`src/rtl/mem_arb_pkg.sv`:
```
// Shared types for the instruction/data memory arbiter.
// Holds the default width, FSM state and bus owner encodings.
package mem_arb_pkg;

  localparam int XLEN_DEF = 32;

  typedef enum logic [1:0] {
    IDLE,
    REQ,
    RESP
  } state_t;

  typedef enum logic {
    OWN_IF,
    OWN_LS
  } owner_t;

endpackage

```
`src/rtl/mem_arbiter.sv`:
```
// Shares one single-port memory between fetch and load/store.
// Ports: if_* fetch side, ls_* load/store side, mem_* memory side,
// clk/reset (async, active-low), busy = transaction in flight.
module mem_arbiter
  import mem_arb_pkg::*;
#(
  parameter int XLEN         = XLEN_DEF,
  parameter int STARVE_LIMIT = 4
) (
  input  logic            clk,
  input  logic            reset,
  input  logic            if_req,
  input  logic [XLEN-1:0] if_addr,
  output logic            if_gnt,
  output logic            if_rvalid,
  output logic [XLEN-1:0] if_rdata,
  input  logic            ls_req,
  input  logic [XLEN-1:0] ls_addr,
  input  logic [XLEN-1:0] ls_wdata,
  input  logic [3:0]      ls_wmask,
  input  logic            ls_wen,
  output logic            ls_gnt,
  output logic            ls_rvalid,
  output logic [XLEN-1:0] ls_rdata,
  output logic            mem_valid,
  input  logic            mem_ready,
  output logic [XLEN-1:0] mem_addr,
  output logic [XLEN-1:0] mem_wdata,
  output logic [3:0]      mem_wmask,
  output logic            mem_wen,
  input  logic            mem_rvalid,
  input  logic [XLEN-1:0] mem_rdata,
  output logic            busy
);

  localparam int CW = $clog2(STARVE_LIMIT + 1);
  localparam logic [CW-1:0] LIMIT = CW'(STARVE_LIMIT);

  state_t            state_q, state_d;
  owner_t            owner_q, owner_d;
  logic [CW-1:0]     starve_q, starve_d;
  logic [XLEN-1:0]   addr_q, addr_d;
  logic [XLEN-1:0]   wdata_q, wdata_d;
  logic [3:0]        wmask_q, wmask_d;
  logic              wen_q, wen_d;
  // Low for the first cycle after reset release so no grant
  // can appear before a clock edge has been seen.
  logic              active_q;

  logic idle_ok;
  logic fetch_first;
  logic ls_win;
  logic if_win;
  logic resp_fire;

  always_comb begin
    idle_ok     = active_q && (state_q == IDLE);
    fetch_first = if_req && ls_req && (starve_q == LIMIT);
    ls_win      = idle_ok && ls_req && !fetch_first;
    if_win      = idle_ok && if_req && !ls_win;
    resp_fire   = (state_q == RESP) && mem_rvalid;
  end

  always_comb begin
    state_d  = state_q;
    owner_d  = owner_q;
    starve_d = starve_q;
    addr_d   = addr_q;
    wdata_d  = wdata_q;
    wmask_d  = wmask_q;
    wen_d    = wen_q;
    unique case (state_q)
      IDLE: begin
        if (ls_win) begin
          state_d = REQ;
          owner_d = OWN_LS;
          addr_d  = ls_addr;
          wdata_d = ls_wdata;
          wmask_d = ls_wmask;
          wen_d   = ls_wen;
          if (!if_req)
            starve_d = '0;
          else if (starve_q != LIMIT)
            starve_d = starve_q + CW'(1);
        end else if (if_win) begin
          state_d  = REQ;
          owner_d  = OWN_IF;
          addr_d   = if_addr;
          wdata_d  = '0;
          wmask_d  = '0;
          wen_d    = 1'b0;
          starve_d = '0;
        end
      end
      REQ: begin
        if (mem_ready)
          state_d = RESP;
      end
      RESP: begin
        if (mem_rvalid)
          state_d = IDLE;
      end
      default: state_d = IDLE;
    endcase
  end

  always_ff @(posedge clk or negedge reset) begin
    if (!reset) begin
      state_q  <= IDLE;
      owner_q  <= OWN_IF;
      starve_q <= '0;
      addr_q   <= '0;
      wdata_q  <= '0;
      wmask_q  <= '0;
      wen_q    <= 1'b0;
      active_q <= 1'b0;
    end else begin
      state_q  <= state_d;
      owner_q  <= owner_d;
      starve_q <= starve_d;
      addr_q   <= addr_d;
      wdata_q  <= wdata_d;
      wmask_q  <= wmask_d;
      wen_q    <= wen_d;
      active_q <= 1'b1;
    end
  end

  always_comb begin
    if_gnt    = if_win;
    ls_gnt    = ls_win;
    if_rvalid = resp_fire && (owner_q == OWN_IF);
    ls_rvalid = resp_fire && (owner_q == OWN_LS);
    if_rdata  = if_rvalid ? mem_rdata : '0;
    ls_rdata  = ls_rvalid ? mem_rdata : '0;
    mem_valid = (state_q == REQ);
    mem_addr  = addr_q;
    mem_wdata = wdata_q;
    mem_wmask = wmask_q;
    mem_wen   = wen_q;
    busy      = (state_q != IDLE);
  end

endmodule

```
`config.mk`:
```
export PLATFORM = sky130hd
export DESIGN_NAME = mem_arbiter
export DESIGN_NICKNAME = d
export VERILOG_FILES = /design/src/rtl/mem_arb_pkg.sv /design/src/rtl/mem_arbiter.sv
export SDC_FILE = /design/constraint.sdc
export NUM_CORES = 1
export LEC_CHECK = 0
export BUFFER_PORTS_ARGS = -buffer_cell sky130_fd_sc_hd__buf_2
export CAP_MARGIN = 20
export CORE_AREA = 2 2 108 110
export DETAILED_ROUTE_END_ITERATION = 8
export DIE_AREA = 0 0 110 112
export GPL_TIMING_DRIVEN = 0
export PLACE_DENSITY = 0.65
export SLEW_MARGIN = 25
export SYNTH_ARGS = -nofsm -noshare
export SYNTH_HDL_FRONTEND = slang
export SYNTH_SLANG_ARGS = --single-unit
```
`constraint.sdc`:
```
create_clock -name clk -period 2.05 [get_ports clk]
set_clock_uncertainty 0.2 [all_clocks]
set_input_delay 0.41 -clock clk [delete_from_list [all_inputs] [get_ports clk]]
set_output_delay 0.41 -clock clk [all_outputs]
set_load 0.1 [all_outputs]
```
# ---- Yosys cells after proc, flatten, opt, wreduce, memory -nomap -nowiden
# Cells that the tools add are included.
dict set report classes {
  reduce_logical 18
  add_sub_neg 1
  bitwise 1
  n_mux 20
  eq_ne 8
}
# cell n
set ops {}
lappend ops {{$mux W32} 6}
lappend ops {{$mux W3} 4}
lappend ops {{$logic_and A1 B1 Y1} 10}
lappend ops {{$mux W2} 4}
lappend ops {{$mux W4} 2}
lappend ops {{$ne A3 B3 Y1 const B} 2}
lappend ops {{$pmux W2 S3} 1}
lappend ops {{$reduce_and A3 Y1} 2}
lappend ops {{$reduce_bool A2 Y1} 2}
lappend ops {{$add A3 B1 Y3 const B} 1}
lappend ops {{$eq A3 B3 Y1 const B} 1}
lappend ops {{$mux W1} 3}
lappend ops {{$ne A3 B2 Y1 const B} 1}
lappend ops {{$eq A2 B1 Y1 const B} 1}
lappend ops {{$eq A2 B2 Y1 const B} 1}
lappend ops {{$logic_not A1 Y1} 2}
lappend ops {{$logic_not A2 Y1} 1}
lappend ops {{$ne A2 B1 Y1 const B} 1}
lappend ops {{$ne A2 B2 Y1 const B} 1}
lappend ops {{$reduce_and A2 Y1} 1}
lappend ops {{$not A1 Y1} 1}
dict set report word_totals {
  inputBits 139
  reg_bits 76
  elab_cells 56
  out_inout_bits 139
}

# ---- Depth between registers and ports, before layout
dict set report logic_depth {
  depth_word 9
  mapped_depth 7
  depth_no_buf 5
}

# ---- Worst setup path after synthesis
# OpenSTA, ideal clock, no wires.
dict set report synth_path {
  path_kind {flip-flop to output port}
  startpoint {register state_q[0]}
  endpoint {output ls_rdata[22]}
  arrival_ns 2.598
  path_buffers 1
  stages_incl_launch_ff 4
  required_time_ns 1.440
  slack_ns -1.158
  path_cell_list {dfrtp_1 and4b_1 clkbuf_1 and2_1}
}
dict set report synth_via {
  elab_chain_len 4
}
# item line_no
set synth_rtl {}
lappend synth_rtl {{from (decl)} mem_arbiter.sv:39} ;# state_t state_q, state_d;
lappend synth_rtl {{from (signal assigned)} mem_arbiter.sv:118} ;# state_q <= state_d;
lappend synth_rtl {{$eq A2 B2 Y1} mem_arbiter.sv:61} ;# resp_fire = (state_q == RESP) && mem_rvalid;
lappend synth_rtl {{$logic_and A1 B1 Y1} mem_arbiter.sv:61}
lappend synth_rtl {{$logic_and A1 B1 Y1} mem_arbiter.sv:133} ;# ls_rvalid = resp_fire && (owner_q == OWN_LS);
lappend synth_rtl {{net ls_rvalid} mem_arbiter.sv:23} ;# output logic ls_rvalid,
lappend synth_rtl {{$mux W32} mem_arbiter.sv:135} ;# ls_rdata = ls_rvalid ? mem_rdata : '0;
lappend synth_rtl {{to (decl)} mem_arbiter.sv:24} ;# output logic [XLEN-1:0] ls_rdata,
# The timed path passes the listed nets, and every way through them passes these cells.

# ---- Worst setup path in the final report
dict set report layout_path {
  startpoint {register state_q[0]}
  endpoint {output if_rdata[7]}
}
dict set report layout_via {
  elab_chain_len 4
}
# item line_no
set layout_rtl {}
lappend layout_rtl {{$eq A2 B2 Y1} mem_arbiter.sv:61}
lappend layout_rtl {{$logic_and A1 B1 Y1} mem_arbiter.sv:61}
lappend layout_rtl {{$logic_and A1 B1 Y1} mem_arbiter.sv:132} ;# if_rvalid = resp_fire && (owner_q == OWN_IF);
lappend layout_rtl {{$mux W32} mem_arbiter.sv:134} ;# if_rdata = if_rvalid ? mem_rdata : '0;
lappend layout_rtl {{to (decl)} mem_arbiter.sv:16} ;# output logic [XLEN-1:0] if_rdata,
# Every way passes these cells.

==> results.sh <==
export IMPL_grt_pass1_wl_um=21200
export IMPL_hold_depth=2
export IMPL_syn_area_mm2=0.00367
export IMPL_min_period_ns=2.34
export IMPL_yosys_warnings=0
export IMPL_yosysSeqAreaShare=0.519
export IMPL_die_h_um=112
export IMPL_cpLargestDelayFamily="simple AND/OR/NAND/NOR gates"
export IMPL_gp_congestion=0.818
export IMPL_ys_top_cells_by_area="dfrtp_1 (52%), and2_1 (11%), o221a_1 (9.8%)"
export IMPL_crit_type="reg -> out"
export IMPL_yosysTopAreaCell="dfrtp_1"
export IMPL_cp_max_fo=10
export IMPL_r2r_cells=7
export IMPL_worstPathArrival_ns=1.73
export IMPL_synthTopCellsByCount="dfrtp_1 (76), and2_1 (64), a22o_1 (38)"
export IMPL_die_x_um=110
export IMPL_met2_length_um=6950
export IMPL_critPathBufInv=3
export IMPL_setup_tns_ns=-16.17
export IMPL_yosysMostFrequentCell="dfrtp_1"
export IMPL_setup_viol=68
export IMPL_initialDrtViolationCount=179
export IMPL_nNetsFinal=746
export IMPL_crit_path_end_kind="output pin"
export IMPL_worstReg2RegStart="state_q[0]"
export IMPL_rrSetupSlack_ns=0.07
export IMPL_core_area_mm2=0.0112
export IMPL_wirelength_met1_um=5380
export IMPL_synthSimpleGateAreaFrac=0.216
export IMPL_cts_htree_levels=3
export IMPL_postSynthNetCount=445
export IMPL_avgViaCountPerCell=5.04
export IMPL_rsz0062_at_grt="yes"
export IMPL_wl_per_cell_um=18.4
export IMPL_finalCritPeriodShare=1.14
export IMPL_violations="setup timing"
export IMPL_remaining_drc_errors=0
export IMPL_worst_pin_slew_ns=0.511
export IMPL_path_cells="nand2b_4 > nor3b_4 > buf_6 > clkbuf_16 > and2_4 > buf_12"
export IMPL_drt_pass1_iter_count=4
export IMPL_cp_start_kind="flop"
export IMPL_min_to="state_q[0]"
export IMPL_grt_antenna_before_repair=4
export IMPL_critPathMaxStageDelay_ns=0.42
export IMPL_instances_no_fill=757
export IMPL_startpoint="state_q[0]"
export IMPL_cts_sinks=76
export IMPL_synth_top_area_frac=0.519
export IMPL_ys_types=31
export IMPL_dieArea_mm2=0.0123
export IMPL_tritoncts="done"
export IMPL_numCtsBuffers=9
export IMPL_status="complete, but fails checks"
export IMPL_io_pins=278
export IMPL_dp_hpwl_um=9830
export IMPL_cts_clk_slew_worst_paths_ns=0.06
export IMPL_hold_path_class="in -> reg"
export IMPL_cts_root_buf="clkbuf_16"
export IMPL_row_count=39
export IMPL_ant_nets=0
export IMPL_place_ws_ns=-0.493
export IMPL_area_growth_pct=90.9
export IMPL_slew_viol_final=0
export IMPL_reg2reg_to="mem_addr[28]"
export IMPL_syn_avg_cell_area_um2=12.1
export IMPL_grt_pass1_vias=3964
export IMPL_synth_compound_area_frac=0.206
export IMPL_vdd_drop_max_uv=1630
export IMPL_leakage_nw=3.33
export IMPL_postSynthCellCount=304
export IMPL_drt_wl_total_um=13900
export IMPL_portBuffers=276
export IMPL_clock_path_buffers=2
export IMPL_synth_fa_ha_area_frac=0.00683
export IMPL_drive_above_1_share=0.664
export IMPL_met3_length_um=1230
export IMPL_synthArstFlopShare=1.00
export IMPL_grt_max_degree=41
export IMPL_n_fill_cell=904
export IMPL_synth_seq_cells=76
export IMPL_top_layer="met4"
export IMPL_fmax_mhz=428
export IMPL_grt_use_total=0.225
export IMPL_dp_cells=724
export IMPL_grt_ovfl_total=0
export IMPL_synth_edf_count=0
export IMPL_drv_cap=0
export IMPL_max_slew_margin=0.659
export IMPL_power_per_cell_area_mw_per_mm2=1840
export IMPL_crit_required_ns=1.44
export IMPL_synth_xor_area_frac=0
export IMPL_ys_flop_type="dfrtp_1"
export IMPL_hold_viol=0
export IMPL_synth_area_mux_share=0
export IMPL_synth_top_family_by_area="simple AND/OR/NAND/NOR gates"
export IMPL_initial_core_util=0.328
export IMPL_min_from="mem_ready"
export IMPL_crit_slowest_cell="dfrtp_2"
export IMPL_clock_latency_ns=0.32
export IMPL_routed_via_count=3816
export IMPL_setup_ws_ns=-0.287
## layout by cell type (no fill, tap or decap), types with 3 or more instances in the layout
cell type,n
clkbuf_1,7
dfrtp_1,74
buf_2,210
nand4b_1,32
buf_12,70
nand2_1,3
clkbuf_16,10
buf_4,15
diode_2,4
a22o_1,38
and2_4,63
inv_1,4
buf_6,8
buf_8,5
o221a_1,32
## layer usage
metal | track usage | vias up
met2 | 0.372 | 177
met5 | 0 | -
met1 | 0.269 | 1863
li1 | - | 1756
met4 | 0.0928 | 0
met3 | 0.0679 | 20
## kinds of logic after synthesis
| logic type | Yosys count |
|---|---|
| AND/OR/NAND/NOR | 110 |
| AO/OA/AOI/OAI | 79 |
| flip-flops | 76 |
| buffers and inverters | 36 |
| adder cells (fa/ha/maj) | 2 |
| other | 1 |
## through the flow
stage / instance area [um2] / utilization / total power [mW] / hold slack, ns
final: 7000 / 0.626 / 12.9 / 0.0720
after global routing: 7000 / 0.626 / 13.3 / 0.0650
after CTS: 6930 / 0.620 / 12.8 / 0.0579
after detailed placement: 5390 / 0.483 / 10.7 / 0.219
after global placement: 5370 / 0.481 / 10.6 / 0.279
after floorplan: 3810 / - / 9.33 / -0.0856
## layout make-up
type / instances / area, um2 / share of cell area
diodes: 4 / 10.0 / 0.00143
plain buffers: 30 / 254 / 0.0363
clock buffers: 10 / 239 / 0.0341
clock inverters: 6 / 63.8 / 0.00912
inverters: 5 / 21.3 / 0.00304
multi-input cells: 192 / 1760 / 0.251
flip-flops and latches: 76 / 1900 / 0.272
well taps: 143 / 179 / 0.0256
repair buffers: 291 / 2570 / 0.367
## where the power goes
group / internal (mW) / leakage, nW / switching [mW] / total (mW)
logic: 1.84 / 2.28 / 6.80 / 8.64
registers: 2.21 / 0.910 / 0.421 / 2.63
clock network: 0.973 / 0.144 / 0.616 / 1.59
## worst max path at each step
| stage | to | slack, ns | cells past startpoint |
|---|---|---|---|
| CTS | if_rdata[17] | -0.30 | 6 |
| global route | if_rdata[11] | -0.36 | 6 |
| finish | if_rdata[7] | -0.29 | 6 |
| detailed placement | if_rdata[2] | -0.49 | 5 |
| global placement | if_rdata[2] | -0.45 | 5 |
| floorplan | if_rdata[22] | -0.11 | 4 |
## worst reg2reg max path, cell delays in order (launching register included)
cell,delay [ns]
dfrtp_2,0.42
buf_4,0.14
buf_4,0.13
nor3b_4,0.21
buf_4,0.20
o21a_2,0.22
buf_4,0.20
o221a_1,0.20
## flip-flops by register name, indices dropped and copies added, names as in the netlist
signal,count
mem_wen,1
starve_q,3
mem_wdata,32
state_q,2
active_q,1
owner_q,1
mem_wmask,4
mem_addr,32
## timing repair
action,in CTS,in global routing
pin swaps,5,5
buffers inserted,10,3
setup endpoints to repair,69,120
resized for setup,323,26
hold buffers,1,0
endpoints found under the hold margin,39,0
cloned,0,0
Note: power is estimated with default switching activity, not from simulation.
